## src/rtl/adxl362_spi_responder_pkg.sv

```systemverilog
// Shared constants, state encoding and payload types for the ADXL362 SPI responder.
// Also holds the command/address constants used by spi_master.
package adxl362_spi_responder_pkg;

  localparam int unsigned BYTE_W    = 8;
  localparam int unsigned ADDR_W    = 6;
  localparam int unsigned SAMPLE_W  = 16;
  localparam int unsigned BIT_CNT_W = 3;
  localparam int unsigned SCRATCH_N = 13;
  localparam int unsigned SCR_IDX_W = 4;

  localparam logic [BYTE_W-1:0] CMD_READ  = 8'h0B;
  localparam logic [BYTE_W-1:0] CMD_WRITE = 8'h0A;

  localparam logic [ADDR_W-1:0] ADDR_DEVID      = 6'h00;
  localparam logic [ADDR_W-1:0] ADDR_DEVID_MST  = 6'h01;
  localparam logic [ADDR_W-1:0] ADDR_PARTID     = 6'h02;
  localparam logic [ADDR_W-1:0] ADDR_REVID      = 6'h03;
  localparam logic [ADDR_W-1:0] ADDR_XDATA      = 6'h08;
  localparam logic [ADDR_W-1:0] ADDR_YDATA      = 6'h09;
  localparam logic [ADDR_W-1:0] ADDR_ZDATA      = 6'h0A;
  localparam logic [ADDR_W-1:0] ADDR_XDATA_L    = 6'h0E;
  localparam logic [ADDR_W-1:0] ADDR_XDATA_H    = 6'h0F;
  localparam logic [ADDR_W-1:0] ADDR_YDATA_L    = 6'h10;
  localparam logic [ADDR_W-1:0] ADDR_YDATA_H    = 6'h11;
  localparam logic [ADDR_W-1:0] ADDR_ZDATA_L    = 6'h12;
  localparam logic [ADDR_W-1:0] ADDR_ZDATA_H    = 6'h13;
  localparam logic [ADDR_W-1:0] ADDR_SCRATCH_LO = 6'h20;
  localparam logic [ADDR_W-1:0] ADDR_SCRATCH_HI = 6'h2C;
  localparam logic [ADDR_W-1:0] ADDR_POWER_CTL  = 6'h2D;

  localparam logic [BYTE_W-1:0] DEVID_MST_VAL = 8'h1D;
  localparam logic [BYTE_W-1:0] REVID_VAL     = 8'h02;

  typedef enum logic [2:0] {
    ST_IDLE,
    ST_CMD,
    ST_ADDR,
    ST_RD,
    ST_WR,
    ST_DROP
  } state_e;

  typedef struct packed {
    logic [SAMPLE_W-1:0] z;
    logic [SAMPLE_W-1:0] y;
    logic [SAMPLE_W-1:0] x;
  } snapshot_t;

  function automatic logic is_scratch(input logic [ADDR_W-1:0] a);
    return (a >= ADDR_SCRATCH_LO) && (a <= ADDR_SCRATCH_HI);
  endfunction

endpackage

```

## src/rtl/adxl362_spi_responder_spi_in_sync.sv

```systemverilog
// N-stage synchronizers for sclk, cs_n and mosi with edge pulses on sclk and cs_n.
// cs_n resets to 0 so a chip select already low at reset release never reads as a fresh fall.
module adxl362_spi_responder_spi_in_sync #(
  parameter int unsigned SYNC_STAGES = 2
) (
  input  logic clk,
  input  logic rst,
  input  logic sclk,
  input  logic cs_n,
  input  logic mosi,
  output logic cs_n_s,
  output logic mosi_s,
  output logic sclk_rise_c,
  output logic sclk_fall_c,
  output logic cs_fall_c,
  output logic cs_rise_c
);

  localparam int unsigned TOP = SYNC_STAGES - 1;

  logic [SYNC_STAGES-1:0] sclk_sync_q, sclk_sync_d;
  logic [SYNC_STAGES-1:0] cs_sync_q, cs_sync_d;
  logic [SYNC_STAGES-1:0] mosi_sync_q, mosi_sync_d;
  logic                   sclk_prev_q, sclk_prev_d;
  logic                   cs_prev_q, cs_prev_d;

  always_comb begin
    sclk_sync_d = {sclk_sync_q[SYNC_STAGES-2:0], sclk};
    cs_sync_d   = {cs_sync_q[SYNC_STAGES-2:0], cs_n};
    mosi_sync_d = {mosi_sync_q[SYNC_STAGES-2:0], mosi};
    sclk_prev_d = sclk_sync_q[TOP];
    cs_prev_d   = cs_sync_q[TOP];
  end

  always_ff @(posedge clk or posedge rst) begin
    if (rst) begin
      sclk_sync_q <= '0;
      cs_sync_q   <= '0;
      mosi_sync_q <= '0;
      sclk_prev_q <= 1'b0;
      cs_prev_q   <= 1'b0;
    end else begin
      sclk_sync_q <= sclk_sync_d;
      cs_sync_q   <= cs_sync_d;
      mosi_sync_q <= mosi_sync_d;
      sclk_prev_q <= sclk_prev_d;
      cs_prev_q   <= cs_prev_d;
    end
  end

  assign cs_n_s      = cs_sync_q[TOP];
  assign mosi_s      = mosi_sync_q[TOP];
  assign sclk_rise_c =  sclk_sync_q[TOP] & ~sclk_prev_q;
  assign sclk_fall_c = ~sclk_sync_q[TOP] &  sclk_prev_q;
  assign cs_fall_c   = ~cs_sync_q[TOP]   &  cs_prev_q;
  assign cs_rise_c   =  cs_sync_q[TOP]   & ~cs_prev_q;

endmodule

```

## src/rtl/adxl362_spi_responder.sv

```systemverilog
// ADXL362 SPI target model: decodes read/write commands and serves a small register map.
// Everything runs on clk; sclk is only sampled through the synchronizer.
module adxl362_spi_responder
  import adxl362_spi_responder_pkg::*;
#(
  parameter int unsigned SYNC_STAGES = 2,
  parameter logic [7:0]  DEVID_AD    = 8'hAD,
  parameter logic [7:0]  PARTID      = 8'hF2
) (
  input  logic                clk,
  input  logic                rst,
  input  logic                sclk,
  input  logic                cs_n,
  input  logic                mosi,
  output logic                miso,
  input  logic [SAMPLE_W-1:0] x_sample,
  input  logic [SAMPLE_W-1:0] y_sample,
  input  logic [SAMPLE_W-1:0] z_sample,
  output logic [BYTE_W-1:0]   power_ctl,
  output logic                measure_en,
  output logic                wr_strobe,
  output logic [ADDR_W-1:0]   wr_addr,
  output logic [BYTE_W-1:0]   wr_data
);

  logic cs_n_s, mosi_s, sclk_rise_c, sclk_fall_c, cs_fall_c, cs_rise_c;

  adxl362_spi_responder_spi_in_sync #(
    .SYNC_STAGES(SYNC_STAGES)
  ) u_sync (
    .clk        (clk),
    .rst        (rst),
    .sclk       (sclk),
    .cs_n       (cs_n),
    .mosi       (mosi),
    .cs_n_s     (cs_n_s),
    .mosi_s     (mosi_s),
    .sclk_rise_c(sclk_rise_c),
    .sclk_fall_c(sclk_fall_c),
    .cs_fall_c  (cs_fall_c),
    .cs_rise_c  (cs_rise_c)
  );

  state_e                          state_q, state_d;
  logic                            dir_rd_q, dir_rd_d;
  logic [BIT_CNT_W-1:0]            bit_cnt_q, bit_cnt_d;
  logic [BYTE_W-2:0]               shift_q, shift_d;
  logic [ADDR_W-1:0]               addr_q, addr_d;
  logic [BYTE_W-1:0]               tx_shift_q, tx_shift_d;
  logic                            miso_q, miso_d;
  snapshot_t                       snap_q, snap_d;
  logic [SCRATCH_N-1:0][BYTE_W-1:0] scratch_q, scratch_d;
  logic [BYTE_W-1:0]               power_ctl_q, power_ctl_d;
  logic                            measure_en_q, measure_en_d;
  logic                            wr_strobe_q, wr_strobe_d;
  logic [ADDR_W-1:0]               wr_addr_q, wr_addr_d;
  logic [BYTE_W-1:0]               wr_data_q, wr_data_d;

  logic                 byte_done_c;
  logic [BYTE_W-1:0]    rx_byte_c;
  logic [ADDR_W-1:0]    rd_addr_c;
  logic [BYTE_W-1:0]    rd_data_c;
  logic [SCR_IDX_W-1:0] rd_idx_c;
  logic [SCR_IDX_W-1:0] wr_idx_c;

  // cs_n high masks byte_done, so a coincident cs_n rise always wins over a write
  assign byte_done_c = sclk_rise_c && !cs_n_s && (bit_cnt_q == BIT_CNT_W'(7));
  assign rx_byte_c   = {shift_q, mosi_s};
  assign rd_addr_c   = (state_q == ST_ADDR) ? rx_byte_c[ADDR_W-1:0] : ADDR_W'(addr_q + ADDR_W'(1));
  assign rd_idx_c    = SCR_IDX_W'(rd_addr_c - ADDR_SCRATCH_LO);
  assign wr_idx_c    = SCR_IDX_W'(addr_q - ADDR_SCRATCH_LO);

  // Register map read mux; one port serves both the first and the next burst byte
  always_comb begin
    rd_data_c = '0;
    case (rd_addr_c)
      ADDR_DEVID:     rd_data_c = DEVID_AD;
      ADDR_DEVID_MST: rd_data_c = DEVID_MST_VAL;
      ADDR_PARTID:    rd_data_c = PARTID;
      ADDR_REVID:     rd_data_c = REVID_VAL;
      ADDR_XDATA:     rd_data_c = snap_q.x[11:4];
      ADDR_YDATA:     rd_data_c = snap_q.y[11:4];
      ADDR_ZDATA:     rd_data_c = snap_q.z[11:4];
      ADDR_XDATA_L:   rd_data_c = snap_q.x[7:0];
      ADDR_XDATA_H:   rd_data_c = snap_q.x[15:8];
      ADDR_YDATA_L:   rd_data_c = snap_q.y[7:0];
      ADDR_YDATA_H:   rd_data_c = snap_q.y[15:8];
      ADDR_ZDATA_L:   rd_data_c = snap_q.z[7:0];
      ADDR_ZDATA_H:   rd_data_c = snap_q.z[15:8];
      ADDR_POWER_CTL: rd_data_c = power_ctl_q;
      default: begin
        if (is_scratch(rd_addr_c)) rd_data_c = scratch_q[rd_idx_c];
      end
    endcase
  end

  always_comb begin
    state_d     = state_q;
    dir_rd_d    = dir_rd_q;
    bit_cnt_d   = bit_cnt_q;
    shift_d     = shift_q;
    addr_d      = addr_q;
    tx_shift_d  = tx_shift_q;
    miso_d      = miso_q;
    snap_d      = snap_q;
    scratch_d   = scratch_q;
    power_ctl_d = power_ctl_q;
    wr_strobe_d = 1'b0;
    wr_addr_d   = wr_addr_q;
    wr_data_d   = wr_data_q;

    if (cs_n_s) begin
      bit_cnt_d = '0;
    end else if (sclk_rise_c) begin
      bit_cnt_d = BIT_CNT_W'(bit_cnt_q + BIT_CNT_W'(1));
      shift_d   = {shift_q[BYTE_W-3:0], mosi_s};
    end

    case (state_q)
      ST_IDLE: begin
        miso_d = 1'b0;
        if (cs_fall_c) begin
          state_d = ST_CMD;
          snap_d.x = x_sample;
          snap_d.y = y_sample;
          snap_d.z = z_sample;
        end
      end
      ST_CMD: begin
        miso_d = 1'b0;
        if (byte_done_c) begin
          if (rx_byte_c == CMD_READ) begin
            state_d  = ST_ADDR;
            dir_rd_d = 1'b1;
          end else if (rx_byte_c == CMD_WRITE) begin
            state_d  = ST_ADDR;
            dir_rd_d = 1'b0;
          end else begin
            state_d = ST_DROP;
          end
        end
      end
      ST_ADDR: begin
        miso_d = 1'b0;
        if (byte_done_c) begin
          addr_d = rx_byte_c[ADDR_W-1:0];
          if (dir_rd_q) begin
            state_d    = ST_RD;
            tx_shift_d = rd_data_c;
          end else begin
            state_d = ST_WR;
          end
        end
      end
      ST_RD: begin
        if (sclk_fall_c) begin
          miso_d     = tx_shift_q[BYTE_W-1];
          tx_shift_d = {tx_shift_q[BYTE_W-2:0], 1'b0};
        end
        if (byte_done_c) begin
          addr_d     = ADDR_W'(addr_q + ADDR_W'(1));
          tx_shift_d = rd_data_c;
        end
      end
      ST_WR: begin
        miso_d = 1'b0;
        // Strobe fires for read-only addresses too; only the storage update is skipped
        if (byte_done_c) begin
          wr_strobe_d = 1'b1;
          wr_addr_d   = addr_q;
          wr_data_d   = rx_byte_c;
          if (is_scratch(addr_q)) scratch_d[wr_idx_c] = rx_byte_c;
          else if (addr_q == ADDR_POWER_CTL) power_ctl_d = rx_byte_c;
          addr_d = ADDR_W'(addr_q + ADDR_W'(1));
        end
      end
      ST_DROP: begin
        miso_d = 1'b0;
      end
      default: begin
        state_d = ST_IDLE;
        miso_d  = 1'b0;
      end
    endcase

    if (cs_rise_c) begin
      state_d = ST_IDLE;
      miso_d  = 1'b0;
    end

    measure_en_d = (power_ctl_d[1:0] == 2'b10);
  end

  always_ff @(posedge clk or posedge rst) begin
    if (rst) begin
      state_q      <= ST_IDLE;
      dir_rd_q     <= 1'b0;
      bit_cnt_q    <= '0;
      shift_q      <= '0;
      addr_q       <= '0;
      tx_shift_q   <= '0;
      miso_q       <= 1'b0;
      snap_q       <= '0;
      scratch_q    <= '0;
      power_ctl_q  <= '0;
      measure_en_q <= 1'b0;
      wr_strobe_q  <= 1'b0;
      wr_addr_q    <= '0;
      wr_data_q    <= '0;
    end else begin
      state_q      <= state_d;
      dir_rd_q     <= dir_rd_d;
      bit_cnt_q    <= bit_cnt_d;
      shift_q      <= shift_d;
      addr_q       <= addr_d;
      tx_shift_q   <= tx_shift_d;
      miso_q       <= miso_d;
      snap_q       <= snap_d;
      scratch_q    <= scratch_d;
      power_ctl_q  <= power_ctl_d;
      measure_en_q <= measure_en_d;
      wr_strobe_q  <= wr_strobe_d;
      wr_addr_q    <= wr_addr_d;
      wr_data_q    <= wr_data_d;
    end
  end

  assign miso       = miso_q;
  assign power_ctl  = power_ctl_q;
  assign measure_en = measure_en_q;
  assign wr_strobe  = wr_strobe_q;
  assign wr_addr    = wr_addr_q;
  assign wr_data    = wr_data_q;

endmodule

```

## config.mk

```make
export PLATFORM = sky130hd
export DESIGN_NAME = adxl362_spi_responder
export DESIGN_NICKNAME = d
export VERILOG_FILES = /design/src/rtl/adxl362_spi_responder_pkg.sv /design/src/rtl/adxl362_spi_responder_spi_in_sync.sv /design/src/rtl/adxl362_spi_responder.sv
export SDC_FILE = /design/constraint.sdc
export NUM_CORES = 1
export LEC_CHECK = 0
export ABC_CLOCK_PERIOD_IN_PS = 11500
export CAP_MARGIN = 20
export CORE_MARGIN = 10
export CORE_UTILIZATION = 55
export CTS_CLUSTER_DIAMETER = 30
export DETAILED_ROUTE_END_ITERATION = 12
export PLACE_DENSITY = 0.76
export SYNTH_ARGS = -nofsm -noshare
export SYNTH_HDL_FRONTEND = slang
export SYNTH_HIERARCHICAL = 1
export SYNTH_SLANG_ARGS = --single-unit
```

## constraint.sdc

```tcl
create_clock -name clk -period 11.5 [get_ports clk]
set_clock_uncertainty 0.1 [all_clocks]
set_input_delay 3.45 -clock clk [delete_from_list [all_inputs] [get_ports clk]]
set_output_delay 3.45 -clock clk [all_outputs]
set_load 0.005 [all_outputs]
```

* Word level (Yosys, flattened, before mapping)
Cells that the tools add are included.
** Storage, ports and cells
- Latch bits :: 0
- Register bits :: 213
- Memory bits (read-only) :: 0
- Memories kept :: 0
- Word-level logic and storage cells :: 146
- Output and inout port bits :: 25
- RAM bits :: 0
- Input port bits :: 53
** Cells by class
- Add/sub/neg operators :: 4
- Multiplexer cells :: 37
- Reduce and logical (&&, ||, !) cells :: 23
- Div/mod/pow operators :: 0
- Shift-type cells :: 0
- Bitwise logic cells :: 9
- Eq/ne operators :: 32
- Multiply operators :: 0
- Order comparisons :: 7
** Operators by type and width (count)
- 8-bit one-hot mux with 14 select lines :: 1
- 104-bit bitwise mux :: 1
- 8-bit two-way mux :: 7
- 8-bit binary-select mux with 4-bit select :: 1
- 8-bit demux with 4-bit select :: 1
- 6-bit by 4-bit == test with 1-bit output (second input constant) :: 5
- 3-bit two-way mux :: 9
- 6-bit by 5-bit == test with 1-bit output (second input constant) :: 4
- 6-bit two-way mux :: 3
- 8-bit by 4-bit == test with 1-bit output (second input constant) :: 2
- 8-bit one-hot mux with 2 select lines :: 1
- 3-bit != test (second input constant) :: 5
- 6-bit by 2-bit == test with 1-bit output (second input constant) :: 2
- 6-bit == test (second input constant) :: 2
- 6-bit >= comparator (second input constant) :: 2
- 6-bit <= comparator (second input constant) :: 2
- 3-bit one-hot mux with 4 select lines :: 1
- 6-bit one-hot mux with 2 select lines :: 1
- 4-bit AND reduction :: 3
- 4-bit by 5-bit < comparator with 1-bit output (second input constant) :: 2
- 3-bit == test (second input constant) :: 3
- 3-bit AND reduction :: 3
- 2-bit two-way mux :: 4
- 2-bit nonzero test :: 4
- other kinds (20) :: 43

* Logic depth before layout (Yosys ltp)
Gate-level depths: netlist of run 1.
- Word-level depth :: 10
- Depth in mapped cells :: 12

* By module
The synthesis of run 1 kept the hierarchy.
** Modules (own cells, without submodules)
- adxl362_spi_responder :: cells each 914, area an instance 10192.3 µm², instances 1
- adxl362_spi_responder_spi_in_sync :: cells each 13, area an instance 239.0 µm², instances 1

* Least setup slack after synthesis of run 1
No wires, ideal clock.
- Path type :: reg-to-output
- From :: register power_ctl_q[0] (netlist: power_ctl[0])
- To :: output power_ctl[0]
- Arrival :: 373 ps
- Cell stages (with the launch flop) :: 1
- Required time :: 7950 ps
- Setup slack :: 7577 ps
- Path through :: dfrtp_1
** RTL lines
- from (decl) :: RTL line adxl362_spi_responder.sv:53 : logic [BYTE_W-1:0] power_ctl_q, power_ctl_d;
- from (signal assigned) :: RTL line adxl362_spi_responder.sv:220 : power_ctl_q <= power_ctl_d;
- to (decl) :: RTL line adxl362_spi_responder.sv:19 : output logic [BYTE_W-1:0] power_ctl,
No word-level cell between the ends.

==> flow_summary_export.csv, run 1 <==
group,metric,value,unit
yosys,muxShareOfSynthArea,0.193,
clock_tree,cts_setup_buffers,0,
setup_path,critPathCaptureType,"async pin",
run_status,outcome,"completed",
setup_path,startpoint,"rst",
placement,post-place-ws,5.70,ns
die,num_io_pins,78,
sta,min_period,5.21,ns
routing,first_pass_iters,7,
clock_tree,cts.path.max_buffers,3,
job,maxCapViolCount,0,
yosys,syn_inst,927,
sta,setup_viol,0,
yosys,synth_top_family_by_area,"multiplexers",
clock_tree,ctsResizeCount,0,
setup_path,arrival,5.61,ns
clock_tree,clk_latency,0.53,ns
routing,wire_per_inst,22.0,um
sta,max_freq,192,MHz
yosys,yosys.area_share.simple,0.109,
yosys,yosysWarnings,6,
placement,dp_hpwl,17100,um
grt,grt_max_degree,131,
setup_path,path_class,"in2async",
routing,wirelength,27700,um
grt,grt_usage,0.223,
die,dieHeight,158,um
setup_path,slowest_delay,0.87,ns
power,irDropWorstVdd,138,uV
yosys,syn-num-nets,986,
routing,drc_errors,0,
cells_and_area,syn_to_final_growth,22.7,%
sta,maxSlewViolCount,0,
die,fp-row-count,50,
cells_and_area,antenna_cells,0,
cells_and_area,final_layout_size_suffix_gt1_frac,0.270,
placement,port_buffers,77,
clock_tree,cts_num_sinks,213,
die,die_w,158,um
yosys,synth_compound_area_frac,0.140,
yosys,synth_ff_type,"dfrtp_1",
yosys,synth_fa_ha_area_frac,0.00720,
cells_and_area,final_nets,1049,
routing,drt_iter0_markers,844,
power,power.density_cell_area,195,nW/um^2
cells_and_area,fin_util,0.684,
yosys,synth_area,10400,um^2
yosys,synth_top_area_share,0.511,
die,initial_core_util,0.558,
cells_and_area,final_cell_mix,"213 x dfrtp_1, 159 x mux2_2, 120 x nand2_1",
power,p_leak,0.00579,uW
sta,relSlewSlack,0.286,
sta,worstMarginPinSlew,1.07,ns
placement,gp_congestion,0.910,
yosys,yosys.cell_types.count,74,
yosys,synth_area_leaders,"dfrtp_1 51%, mux2_2 17%, nand2_1 4.3%",
worst_hold_path,hold_start,"u_sync/cs_sync_q[0]",
clock_tree,postCtsHoldBufs,0,
setup_path,worstPathRequired,11.90,ns
setup_path,critPathMaxFanout,130,
setup_path,r2r_start,"state_q[0]",
clock_tree,cts_buffers,43,
routing,via_per_inst,6.30,
grt,first_global_vias,7917,
sta,worst_slack,6.29,ns
sta,finalSetupTns,0,ns
yosys,synthArstFlopShare,1.00,
die,coreArea,18700,um^2
yosys,synth_edf_count,0,
setup_path,slowest_stage,"buf_4",
sta,rsz0062_at_grt,"no",
setup_path,worst_setup_path_start_kind,"primary input",
yosys,synth-seq-cells,213,
grt,globalRouteOverflowTotal,0,
yosys,ys_seq_area_frac,0.511,
routing,vias,7913,
sta,fin_crit_sh,0.453,
sta,finalHoldViolCount,0,
clock_tree,cts_root_buf,"clkbuf_16",
die,fp.dieArea,24900,um^2
grt,grt_first_pass_wirelength,44200,um
setup_path,worstPathCellList,"clkdlybuf4s50_1 > inv_8 > buf_4",
clock_tree,htree_levels,2,
clock_tree,cts.clk_slew.worst_paths,0.05,ns
clock_tree,cts_tree,"done",
routing,ant_nets,0,
grt,grt_antenna_before_repair,0,
worst_hold_path,hp-class,"reg2reg",
yosys,yosysTopAreaCell,"dfrtp_1",
cells_and_area,mostFrequentLayoutCell,"dfrtp_1",
yosys,syn_area_per_cell,11.3,um^2
yosys,synth-xor-area-share,0.00420,
-- path summary, 6_finish.rpt --
kind                                       endpoint  slack [ns]  cells after the start
worst max-delay path                  scratch_q[20]        6.29                      3
worst min-delay path            u_sync/cs_sync_q[1]        0.25                      0
worst max register to register        tx_shift_q[6]        7.46                      7
worst min register to register  u_sync/cs_sync_q[1]        0.25                      0
max in group clk                       power_ctl[3]        6.44                      1
min in group asynchronous       u_sync/cs_sync_q[1]        3.23                      2
-- cells in the mapped netlist, types with 3 or more instances --
| cell | n |
|---|---|
| or4_1 | 3 |
| a31oi_1 | 4 |
| o21ai_0 | 31 |
| buf_2 | 24 |
| o211ai_1 | 5 |
| nand3b_1 | 4 |
| dfrtp_1 | 213 |
| inv_1 | 10 |
| a22oi_1 | 40 |
| mux2_2 | 159 |
| a22o_1 | 3 |
| mux2i_1 | 9 |
| o22ai_1 | 12 |
| buf_6 | 5 |
| nor2b_1 | 9 |
| xnor2_1 | 3 |
| nand3_1 | 15 |
| a221oi_1 | 12 |
| nor4_1 | 3 |
| ha_1 | 6 |
| o31a_1 | 3 |
| a21oi_1 | 60 |
| and2b_2 | 4 |
| and3b_1 | 3 |
| nor2_1 | 30 |
| nor3b_2 | 6 |
| o31ai_1 | 3 |
| a211oi_1 | 5 |
| nor3_1 | 12 |
| nor2_2 | 4 |
| clkbuf_1 | 35 |
| o21a_1 | 3 |
| a222oi_1 | 4 |
| nor3b_1 | 3 |
| nand2b_1 | 5 |
| nand2_1 | 120 |
| mux2_4 | 4 |
| buf_4 | 3 |
-- flip-flops by register name (all words and copies together) (netlist names), 2 cells and up --
name                cells
shift_q                 7
scratch_q             104
snap_q                 48
tx_shift_q              8
wr_addr                 6
bit_cnt_q               3
state_q                 3
power_ctl               8
addr_q                  6
u_sync/cs_sync_q        2
wr_data                 8
u_sync/mosi_sync_q      2
u_sync/sclk_sync_q      2
-- routing by layer --
metal  part of all wire  global-route usage  vias up  wire [um]
li1                   -                   -     3522          -
met1               0.44               0.303     3947      12100
met2               0.45               0.336      360      12400
met3              0.080              0.0513       84       2200
met4              0.036              0.0971        0        989
met5                  0                   0        -          0
-- power breakdown --
group          internal (uW)  total [uW]  switching, uW
logic                    116         205           89.4
clock network            901        1310            405
registers                842         984            142
total                   1860        2500            636
-- final cells by class --
type                       count  area [um^2]
timing repair buffer          87          858
clock buffer                  50         1160
fill                        1370         5910
multi-input combinational    633         4720
sequential                   213         5330
tap                          234          293
inverter                      12         52.6
clock inverter                28          374
-- stage by stage --
step	hold WS, ns	std cells	power, uW	area [um^2]
4_1_cts	0.254	1255	2500	12800
6_report	0.250	1257	2500	12800
3_5_place_dp	0.243	1177	1190	11200
3_3_place_gp	0.233	1177	1180	11200
2_1_floorplan	0.231	927	1090	10400
5_1_grt	0.255	1257	2580	12800
-- cells by family (layout without fill, tap and decap cells) --
family / Yosys count / after routing
muxes: 175 / 175
buffers and inverters: 81 / 177
and+or+nand+nor: 232 / 232
AOI/OAI and AO/OA: 215 / 215
adders and majority gates: 6 / 6
DFF: 213 / 213
xor gates and xnor gates: 5 / 5
-- critical path: cells and delay by family --
family / cells / cell delay (ns)
buf+inv: 3 / 2.00
No activity file was read; power rests on OpenSTA's default activity.
==> inputs of run 2 (changes only) <==
--- a/config.mk
+++ b/config.mk
@@ -5,10 +5,10 @@
 export SDC_FILE = /design/constraint.sdc
 export NUM_CORES = 1
 export LEC_CHECK = 0
-export ABC_CLOCK_PERIOD_IN_PS = 11500
+export ABC_CLOCK_PERIOD_IN_PS = 4600
 export CAP_MARGIN = 20
 export CORE_MARGIN = 10
-export CORE_UTILIZATION = 55
+export CORE_UTILIZATION = 53
 export CTS_CLUSTER_DIAMETER = 30
 export DETAILED_ROUTE_END_ITERATION = 12
 export PLACE_DENSITY = 0.76
==> constraint.sdc (replaced) <==
create_clock -name clk -period 4.6 [get_ports clk]
set_clock_uncertainty 0.1 [all_clocks]
set_input_delay 1.38 -clock clk [delete_from_list [all_inputs] [get_ports clk]]
set_output_delay 1.38 -clock clk [all_outputs]
set_load 0.005 [all_outputs]
==> run 2 against run 1 <==
  * Clock power up 150%
  * First-iteration DRC count down 17%
  * Critical path depth up 5
  * Die area up 3.3%
  * Design area up 0.74%
  * Sequential share of layout area down 0.31 points
  * Worst hold slack worse by 0.0084 ns
  * Cell count up 3.3%
  * Non-clock buffer count up 10
  * Global-route usage down 0.092 points
==> flow_summary_export.csv, run 2 (synthesis gave the netlist of run 1 again) <==
group,metric,value,unit
clock_tree,cts_root_buf,"clkbuf_16",
cells_and_area,fin_util,0.665,
grt,grt_max_degree,66,
placement,port_buffers,77,
die,dieHeight,160,um
worst_hold_path,hold_start,"u_sync/cs_sync_q[0]",
cells_and_area,final_nets,1060,
sta,max_freq,272,MHz
sta,finalSetupTns,0,ns
setup_path,ff2ff_path_depth,8,
clock_tree,cts.clk_slew.worst_paths,0.05,ns
power,p_leak,0.00581,uW
routing,ant_nets,0,
cells_and_area,syn_to_final_growth,23.6,%
worst_hold_path,holdPathEnd,"u_sync/cs_sync_q[1]",
clock_tree,clk_latency,0.53,ns
sta,finalHoldViolCount,0,
die,die_w,160,um
routing,first_pass_iters,6,
setup_path,critPathCaptureType,"register",
die,initial_core_util,0.538,
routing,vias,7952,
cells_and_area,top_regs,"scratch_q x104, snap_q x48",
power,power.density_cell_area,483,nW/um^2
cells_and_area,top_register,"scratch_q",
clock_tree,htree_levels,2,
setup_path,regToRegEndpoint,"tx_shift_q[0]",
setup_path,arrival,4.00,ns
routing,via_per_inst,6.13,
setup_path,slowest_stage,"mux2i_1",
grt,grt_antenna_before_repair,0,
grt,first_global_vias,8193,
clock_tree,cts.path.max_buffers,3,
die,coreArea,19400,um^2
setup_path,worstPathRequired,4.93,ns
die,num_io_pins,78,
setup_path,path_class,"reg2reg",
power,p_int,4580,uW
setup_path,worstPathCellList,"inv_1 > ha_1 > nand2b_1 > mux2i_1 > nor3b_2 > a221oi_1 > a211o_1 > o211ai_2",
worst_hold_path,whs_path_depth,0,
sta,min_period,3.67,ns
clock_tree,cts_tree,"done",
die,fp.dieArea,25700,um^2
sta,rsz0062_at_grt,"no",
setup_path,worst_setup_path_start_kind,"register",
setup_path,timing.reg2reg.setup_slack,0.93,ns
sta,fin_crit_sh,0.798,
cells_and_area,stdcell_count,1298,
power,seq_power_share,0.397,
placement,gp_congestion,0.992,
setup_path,critPathBufInv,1,
cells_and_area,antenna_cells,0,
power,switching_power,1650,uW
power,switching_share,0.265,
cells_and_area,final_layout_size_suffix_gt1_frac,0.275,
setup_path,r2r_start,"addr_q[0]",
routing,wire_per_inst,22.1,um
power,p_comb_frac,0.087,
setup_path,critPathMaxFanout,16,
cells_and_area,largest_register_ffs,104,
clock_tree,postCtsHoldBufs,0,
grt,globalRouteOverflowTotal,0,
placement,dp_hpwl,18600,um
sta,relSlewSlack,0.314,
routing,drc_errors,0,
placement,place_inst,1218,
job,maxCapViolCount,0,
grt,grt_first_pass_wirelength,46300,um
worst_hold_path,hp-class,"reg2reg",
die,fp-row-count,51,
sta,setup_viol,0,
power,irDropWorstVdd,348,uV
sta,maxSlewViolCount,0,
clock_tree,cts_buffers,44,
cells_and_area,final_cell_mix,"213 x dfrtp_1, 159 x mux2_2, 120 x nand2_1",
setup_path,critical-path-top-delay-family,"multiplexers",
setup_path,slowest_delay,0.79,ns
routing,drt_iter0_markers,702,
routing,wirelength,28700,um
cells_and_area,mostFrequentLayoutCell,"dfrtp_1",
clock_tree,cts_num_sinks,213,
power,p_clk_frac,0.516,
clock_tree,ctsResizeCount,0,
run_status,outcome,"completed",
sta,worstMarginPinSlew,1.00,ns
grt,grt_usage,0.222,
clock_tree,cts_setup_buffers,0,
run 2: power groups by stage:
stage / clock, uW / combinational [uW] / sequential [uW]
after floorplan: 0 / 480 / 2250
after global placement: 0 / 524 / 2480
after detailed placement: 0 / 534 / 2470
after CTS: 3250 / 546 / 2460
after global routing: 3360 / 593 / 2490
final: 3220 / 543 / 2470
run 2: how the worst max path moves through the flow:
stage | startpoint | endpoint | slack (ns) | depth (start not counted)
floorplan | rst | addr_q[0] | 0.46 | 1
global placement | state_q[0] | tx_shift_q[6] | 0.96 | 9
detailed placement | state_q[0] | tx_shift_q[6] | 0.94 | 9
CTS | addr_q[0] | tx_shift_q[0] | 0.93 | 9
global route | addr_q[0] | tx_shift_q[0] | 0.75 | 8
finish | addr_q[0] | tx_shift_q[0] | 0.93 | 8
run 2: layout make-up:
class / count / area [um^2]
clock buffers: 52 / 1180
clock inverters: 26 / 330
fillers: 1469 / 6510
inverters: 12 / 48.8
multi-input cells: 633 / 4720
flip-flops and latches: 213 / 5330
well taps: 265 / 332
repair buffers: 97 / 943
run 2: per-stage QoR:
stage	total power, uW	worst slack [ns]	cell area (um^2)	hold WS, ns
2_1_floorplan	2730	0.462	10400	0.231
3_5_place_dp	3010	0.939	11400	0.237
5_1_grt	6440	0.754	12900	0.259
3_3_place_gp	3000	0.959	11400	0.235
6_report	6230	0.929	12900	0.242
4_1_cts	6250	0.926	12900	0.246
run 2: layer usage:
| metal | track usage | part of all wire |
|---|---|---|
| met5 | 0 | 0 |
| met4 | 0.0818 | 0.033 |
| met3 | 0.0613 | 0.089 |
| met2 | 0.340 | 0.44 |
| met1 | 0.296 | 0.43 |
